--- src/rtl/pcie_dest_drain.sv ---
// Egress drain for the D0/D1 destination FIFOs: pops, captures and buffers words for two valid/ready sinks.
// Optional delivered-word counters are built when DEST_DRAIN_CNT_EN is defined.
module pcie_dest_drain #(
    parameter int DATA_W    = 6,
    parameter int BUF_DEPTH = 2,
    parameter int CNT_W     = 8
) (
    input  logic              clk,
    input  logic              reset_L,
    input  logic              init,
    input  logic              fifo_empty0,
    input  logic              fifo_empty1,
    input  logic [DATA_W-1:0] fifo_data0,
    input  logic [DATA_W-1:0] fifo_data1,
    input  logic              ready0,
    input  logic              ready1,
    output logic              pop0,
    output logic              pop1,
    output logic [DATA_W-1:0] data_out0,
    output logic [DATA_W-1:0] data_out1,
    output logic              valid_out0,
    output logic              valid_out1,
    output logic [CNT_W-1:0]  count0,
    output logic [CNT_W-1:0]  count1
);
    localparam int PTR_W = (BUF_DEPTH > 2) ? 2 : 1;
    // One bit wider than the occupancy needs so occ + inflight never wraps.
    localparam int OCC_W = $clog2(BUF_DEPTH + 1) + 1;

    typedef enum logic {DRAIN, HOLD} mode_t;
    mode_t state_reg, state_next;
    logic  hold;

    logic [1:0]        empty_v, ready_v, pop_v, valid_v;
    logic [DATA_W-1:0] fdata_v [2];
    logic [DATA_W-1:0] data_v  [2];
    logic [CNT_W-1:0]  count_v [2];

    function automatic logic [PTR_W-1:0] ptr_inc(input logic [PTR_W-1:0] p);
        return (p == PTR_W'(BUF_DEPTH - 1)) ? '0 : p + PTR_W'(1);
    endfunction

    always_ff @(posedge clk or negedge reset_L) begin
        if (!reset_L) state_reg <= DRAIN;
        else          state_reg <= state_next;
    end

    always_comb begin
        state_next = state_reg;
        case (state_reg)
            DRAIN:   if (init)  state_next = HOLD;
            HOLD:    if (!init) state_next = DRAIN;
            default: state_next = DRAIN;
        endcase
    end

    // init blocks pops in its own cycle; HOLD extends that by one cycle after init falls.
    assign hold = init | (state_reg == HOLD);

    assign empty_v    = {fifo_empty1, fifo_empty0};
    assign ready_v    = {ready1, ready0};
    assign fdata_v[0] = fifo_data0;
    assign fdata_v[1] = fifo_data1;

    generate
        for (genvar gi = 0; gi < 2; gi++) begin : g_dest
            logic [OCC_W-1:0]  occ_reg, occ_next;
            logic [PTR_W-1:0]  rd_ptr_reg, wr_ptr_reg, rd_ptr_next, wr_ptr_next;
            logic              inflight_reg;
            logic [DATA_W-1:0] data_out_reg, head_next;
            logic [DATA_W-1:0] mem [BUF_DEPTH];
            logic              deq;

            assign deq      = (occ_reg != '0) & ready_v[gi];
            assign occ_next = occ_reg + OCC_W'(inflight_reg) - OCC_W'(deq);
            assign pop_v[gi] = reset_L & ~empty_v[gi] & ~hold & (occ_next < OCC_W'(BUF_DEPTH));

            always_comb begin
                rd_ptr_next = deq ? ptr_inc(rd_ptr_reg) : rd_ptr_reg;
                wr_ptr_next = inflight_reg ? ptr_inc(wr_ptr_reg) : wr_ptr_reg;
                head_next   = data_out_reg;
                // Arriving word goes straight to the head when nothing else is left behind it.
                if (occ_next != '0) begin
                    if (inflight_reg && ((occ_reg - OCC_W'(deq)) == '0))
                        head_next = fdata_v[gi];
                    else
                        head_next = mem[rd_ptr_next];
                end
            end

            always_ff @(posedge clk) begin
                if (inflight_reg) mem[wr_ptr_reg] <= fdata_v[gi];
            end

            always_ff @(posedge clk or negedge reset_L) begin
                if (!reset_L) begin
                    occ_reg      <= '0;
                    rd_ptr_reg   <= '0;
                    wr_ptr_reg   <= '0;
                    inflight_reg <= 1'b0;
                    data_out_reg <= '0;
                end else begin
                    occ_reg      <= occ_next;
                    rd_ptr_reg   <= rd_ptr_next;
                    wr_ptr_reg   <= wr_ptr_next;
                    inflight_reg <= pop_v[gi];
                    data_out_reg <= head_next;
                end
            end

            assign valid_v[gi] = (occ_reg != '0);
            assign data_v[gi]  = data_out_reg;

`ifdef DEST_DRAIN_CNT_EN
            logic [CNT_W-1:0] count_reg;
            always_ff @(posedge clk or negedge reset_L) begin
                if (!reset_L)                     count_reg <= '0;
                else if (hold)                    count_reg <= '0;
                else if (deq && count_reg != '1)  count_reg <= count_reg + CNT_W'(1);
            end
            assign count_v[gi] = count_reg;
`else
            assign count_v[gi] = '0;
`endif
        end
    endgenerate

    assign pop0       = pop_v[0];
    assign pop1       = pop_v[1];
    assign valid_out0 = valid_v[0];
    assign valid_out1 = valid_v[1];
    assign data_out0  = data_v[0];
    assign data_out1  = data_v[1];
    assign count0     = count_v[0];
    assign count1     = count_v[1];
endmodule

--- config.mk ---
export PLATFORM = sky130hd
export DESIGN_NAME = pcie_dest_drain
export DESIGN_NICKNAME = d
export VERILOG_FILES = /design/src/rtl/pcie_dest_drain.sv
export SDC_FILE = /design/constraint.sdc
export NUM_CORES = 1
export LEC_CHECK = 0
export ABC_AREA = 1
export CAP_MARGIN = 40
export CORE_ASPECT_RATIO = 0.5
export CORE_UTILIZATION = 40
export DETAILED_ROUTE_END_ITERATION = 8
export GPL_TIMING_DRIVEN = 0
export PLACE_DENSITY = 0.65
export SYNTH_ARGS = -nofsm -noshare
export SYNTH_HDL_FRONTEND = slang
export SYNTH_SLANG_ARGS = --single-unit
--- constraint.sdc ---
create_clock -name clk -period 2.9 [get_ports clk]
set_input_delay 0.435 -clock clk [delete_from_list [all_inputs] [get_ports clk]]
set_output_delay 0.435 -clock clk [all_outputs]
set_load 0.02 [all_outputs]
Word-level counts from Yosys, hierarchy flattened
Memory sizes are Yosys's and may differ from the RTL's. Cells that the tools add are included.

Add/subtract/negate cells: 10. $lt $le $gt $ge: 2. Multiplexer cells: 13. Bitwise gates (word level): 12. Reduce and logical (&&, ||, !) cells: 8.

Operators with widths (number): two-way mux 6 bit (2); nonzero test 3 bit (4); subtractor 3 x 1 -> 3 bit (4); two-way mux 1 bit (11); AND 1 bit (8); adder 3 x 1 -> 3 bit (2); zero test 3 bit (2); < comparator 3 x 2 -> 1 bit, second input constant (2); adder 1 bit, second input constant (4); inverter 1 bit (3); logical AND 1 bit (2); bitwise OR 1 bit (1).

Flip-flop bits (word level): 25. Memory bits (writable): 24. Logic and storage cells: 58. Memories kept: 2.

Memories: g_dest[0].mem (words 2, width 6, rd ports 1, clocked after Yosys merged registers in 0, write ports 1, line 71) `logic [DATA_W-1:0] mem [BUF_DEPTH];`; g_dest[1].mem (words 2, width 6, rd ports 1, clocked after Yosys merged registers in 0, write ports 1, line 71).

Longest topological paths before layout
Depth after elaboration: 6. Depth in mapped cells: 15. Depth with buffers taken out: 15.

Least setup slack after synthesis
OpenSTA, ideal clock, no wires.

Path kind: register to output. Start: register g_dest[0].occ_reg[2]. End: output port pop0. Data arrival time: 2773 ps. Path slack: -308 ps. Stages on the path, launching flop included: 14. Cell sequence: dfrtp_1 -> nor2_1 -> nand2_1 -> nand2_1 -> inv_1 -> ha_1 -> inv_1 -> ha_1 -> fa_1 -> xor2_1 -> nand2_1 -> nand2_2 -> nor2_4 -> nor3b_1.

Cells in the longest elaborated chain, start to end: 5.

RTL lines: start: declaration (line 67) `logic [OCC_W-1:0] occ_reg, occ_next;`; start signal: assignment (line 103) `occ_reg <= occ_next;`; nonzero test 3 bit; via valid_out0 (line 21) `output logic valid_out0,`; AND 1 bit (line 74) `assign deq = (occ_reg != '0) & ready_v[gi];`; subtractor 3 x 1 -> 3 bit (line 75) `assign occ_next = occ_reg + OCC_W'(inflight_reg) - OCC_W'(deq);`; via g_dest[0].occ_next[2] (line 67); < comparator 3 x 2 -> 1 bit (line 76) `assign pop_v[gi] = reset_L & ~empty_v[gi] & ~hold & (occ_next < OCC_W'(BUF_DEPTH));`; AND 1 bit (line 76); end: declaration (line 17) `output logic pop0,`.

The timed path passes the listed nets, and every way through them passes these cells.

Worst setup path in the final report
Start: register g_dest[0].occ_reg[1]. End: output port pop0.

Cells in the longest elaborated chain, start to end: 5.

RTL lines (line): branches (longest 2 deep; another with adder 3 x 1 -> 3 bit); subtractor 3 x 1 -> 3 bit (*) (75); via g_dest[0].occ_next[2] (67); < comparator 3 x 2 -> 1 bit (*) (76); AND 1 bit (*) (76).

Mark *: on every way through the listed nets, which the timed path passes.

==> impl_metrics.csv <==
group,metric,value,unit
sta,grt_setup_unrepaired,"true",
setup_path,cp_top_family,"simple AND/OR/NAND/NOR gates",
yosys,yosysSeqAreaShare,0.552,
setup_path,cp-start-kind,"flop",
placed_design,place_inst,372,
floorplan,die-area,6430,µm²
routing,drtPass1Iterations,5,
floorplan,row_count,19,
routing,via_per_inst,4.89,
cts,cts_sinks,49,
run_status,failed_checks,"setup timing",
cts,cts_max_level,2,
final_layout,largest-register,"g_dest.mem",
sta,slew_violations,0,
yosys,synth_cell_types,19,
final_layout,largest_register_ffs,24,
placed_design,placed_area,2970,µm²
routing,drc,0,
routing,num_vias,2018,
yosys,synth_common_cells,"nand3_1 (54), nand2_1 (52), inv_1 (30)",
floorplan,core_area,5680,µm²
global_route,grt_pass1_vias,1952,
sta,setup_violations,2,
global_route,grt_pass1_wl,9020,µm
setup_path,crit_buf_inv,3,
global_route,track_usage,0.185,
yosys,yosysTopAreaCell,"edfxtp_1",
power_and_ir_drop,peakVddDrop,380,µV
setup_path,crit_chain,"nor2_2, nand2_2, nand2_2, inv_2, ha_4, inv_2, ha_4, fa_2, xnor2_1, nand2_1, nand2_2, nor2_4, nor3b_4, buf_6",
yosys,synth-seq-cells,49,
cts,worstSkewPairLatency,0.29,ns
run_status,status,"finished, violations left",
routing,wirelength,5540,µm
final_layout,final_area,3510,µm²
floorplan,io_pins,51,
final_layout,fin_cells,413,
placed_design,place_congestion,0.757,
final_layout,n_fill_cell,446,
floorplan,start_util,0.429,
hold_path,worst_hold_path_type,"reg2reg",
global_route,antenna_found_initial,0,
yosys,yosysTopAreaCellShare,0.296,
sta,worst_slack,-0.151,ns
floorplan,die_h,57.2,µm
job,maxCapViolCount,0,
final_layout,drive_gt1_frac,0.276,
final_layout,num-nets-final,366,
sta,finalCriticalPeriod,3.05,ns
sta,hold_viol_final,0,
setup_path,r2r_slack,0.21,ns
setup_path,slowest_stage,"dfrtp_1",
routing,first_iter_violations,117,
yosys,yosysMostFrequentCell,"nand3_1",
setup_path,crit_required,2.47,ns
yosys,synthTopCellsByArea,"edfxtp_1 (30%), dfrtp_1 (26%), nand3_1 (11%), nand2_1 (8.0%), buf_4 (4.9%)",
cts,cts_root_buf,"clkbuf_16",
setup_path,crit_top_cell,"nand2_2",
routing,ant_nets,0,
cts,cts_buffers,5,
cts,clk_pin_slew,0.07,ns
sta,setup_tns,-0.249,ns
routing,wl_per_cell,13.4,µm
sta,fmax,0.328,GHz
sta,maxSlewHeadroom,0.535,
power_and_ir_drop,fin_total_pwr,3770,µW
power_and_ir_drop,powerDensity,1070,nW/µm²
setup_path,slowest_delay,0.41,ns
placed_design,io_buffer_count,34,
cts,clockBufferDepth,2,
setup_path,path_max_fanout,3,
yosys,synth_edf_count,24,
sta,max_slew.worst_pin.slew,0.692,ns
setup_path,end_kind,"output port",
global_route,overflow,0,
placed_design,dp_hpwl,3600,µm
yosys,synth-async-reset-ratio,0.510,
yosys,ys_warn_count,0,
sta,final.period_utilization,1.05,
sta,skew,0.00582,ns
yosys,avgSynthCellArea,9.79,µm²
setup_path,path_class,"reg2out",
yosys,syn-cell-area,2440,µm²
global_route,grt_start_max_net_pins,16,
floorplan,die_w,112,µm
final_layout,diodes,0,
cts,cts_tree,"done",
yosys,ys.flop_type,"dfrtp_1",
setup_path,critPathArrivalTime,2.62,ns
yosys,syn-instance-count,249,
power_and_ir_drop,leakagePower,0.00166,µW
final_layout,syn_to_final_growth,44.0,%
## per-layer routing
metal	wire [µm]	vias up	GRT usage	share of wire
met2	2880	76	0.326	0.52
met5	0	-	0	0
li1	-	969	-	-
met1	2280	957	0.217	0.41
met4	157	0	0.103	0.028
met3	222	16	0.0393	0.040
## worst reg2reg max path, cell delays in order (launching register included)
cell and delay, ns:
dfrtp_1 0.41, inv_2 0.06, nand2_2 0.07, nand2_2 0.06, buf_4 0.13, buf_4 0.12
buf_4 0.13, buf_4 0.12, buf_4 0.12, buf_4 0.13, buf_4 0.13, buf_4 0.12
buf_4 0.13, buf_4 0.13, buf_4 0.13, buf_4 0.12, buf_4 0.16, nand2_8 0.09
nand3_1 0.07, nand3_1 0.10, nand2_1 0.06, nand2_1 0.05
## logic make-up after synthesis
family | synth area share
simple gates | 0.272
other cells | 0.00154
fa+ha+maj | 0.0472
xor+xnor | 0.0287
buf+inv | 0.0986
flops | 0.552
## repair_timing
item	4_1_cts	5_1_grt
buffers inserted	32	5
endpoints found under the setup margin	2	9
pin swaps	16	20
resized for setup	32	12
hold buffers	0	0
## power breakdown
group	switching, µW	internal, µW	total (µW)
Clock	250	409	659
Sequential	124	919	1040
Combinational	1160	910	2070
Total	1530	2240	3770
## layout by cell type, fill, tap and decap left out
cell,instances
and3_1,2
buf_4,49
buf_6,2
buf_8,1
bufinv_16,1
clkbuf_1,3
clkbuf_16,5
clkdlybuf4s50_1,30
clkinv_4,1
conb_1,16
dfrtp_1,25
dlygate4sd2_1,2
edfxtp_1,24
fa_2,2
ha_1,2
ha_4,4
inv_1,24
inv_2,6
nand2_1,45
nand2_2,9
nand2_8,2
nand3_1,48
nand3_2,6
nand3b_1,12
nor2_1,5
nor2_2,1
nor2_4,2
nor3b_4,2
or3b_2,1
xnor2_1,4
xor2_1,4
## final timing paths
path                                 startpoint              endpoint  cells past startpoint
max                        g_dest[0].occ_reg[1]                  pop0                     14
min                        g_dest[1].wr_ptr_reg  g_dest[1].wr_ptr_reg                      1
max reg2reg                g_dest[0].occ_reg[0]          data_out0[1]                     21
min reg2reg                g_dest[1].wr_ptr_reg  g_dest[1].wr_ptr_reg                      1
max in group asynchronous               reset_L  g_dest[1].wr_ptr_reg                      2
min in group asynchronous               reset_L  g_dest[0].wr_ptr_reg                      1
## stage by stage
stage	util	hold WS [ns]	worst slack, ns
6_report	0.618	0.497	-0.151
5_1_grt	0.618	0.532	-0.283
4_1_cts	0.606	0.495	-0.190
3_5_place_dp	0.522	0.482	-0.877
3_3_place_gp	0.520	0.482	-0.826
2_1_floorplan	-	0.139	0.0275
## final cells by class
cell class | instances | area, µm² | area share
buffer | 18 | 128 | 0.0364
clock buffer | 6 | 129 | 0.0367
clock inverter | 2 | 38.8 | 0.0110
inverter | 30 | 113 | 0.0321
multi-input combinational | 167 | 1060 | 0.303
sequential | 49 | 1350 | 0.383
tap | 73 | 91.3 | 0.0260
timing repair buffer | 68 | 603 | 0.172
Note: power is estimated with default switching activity, not from simulation.
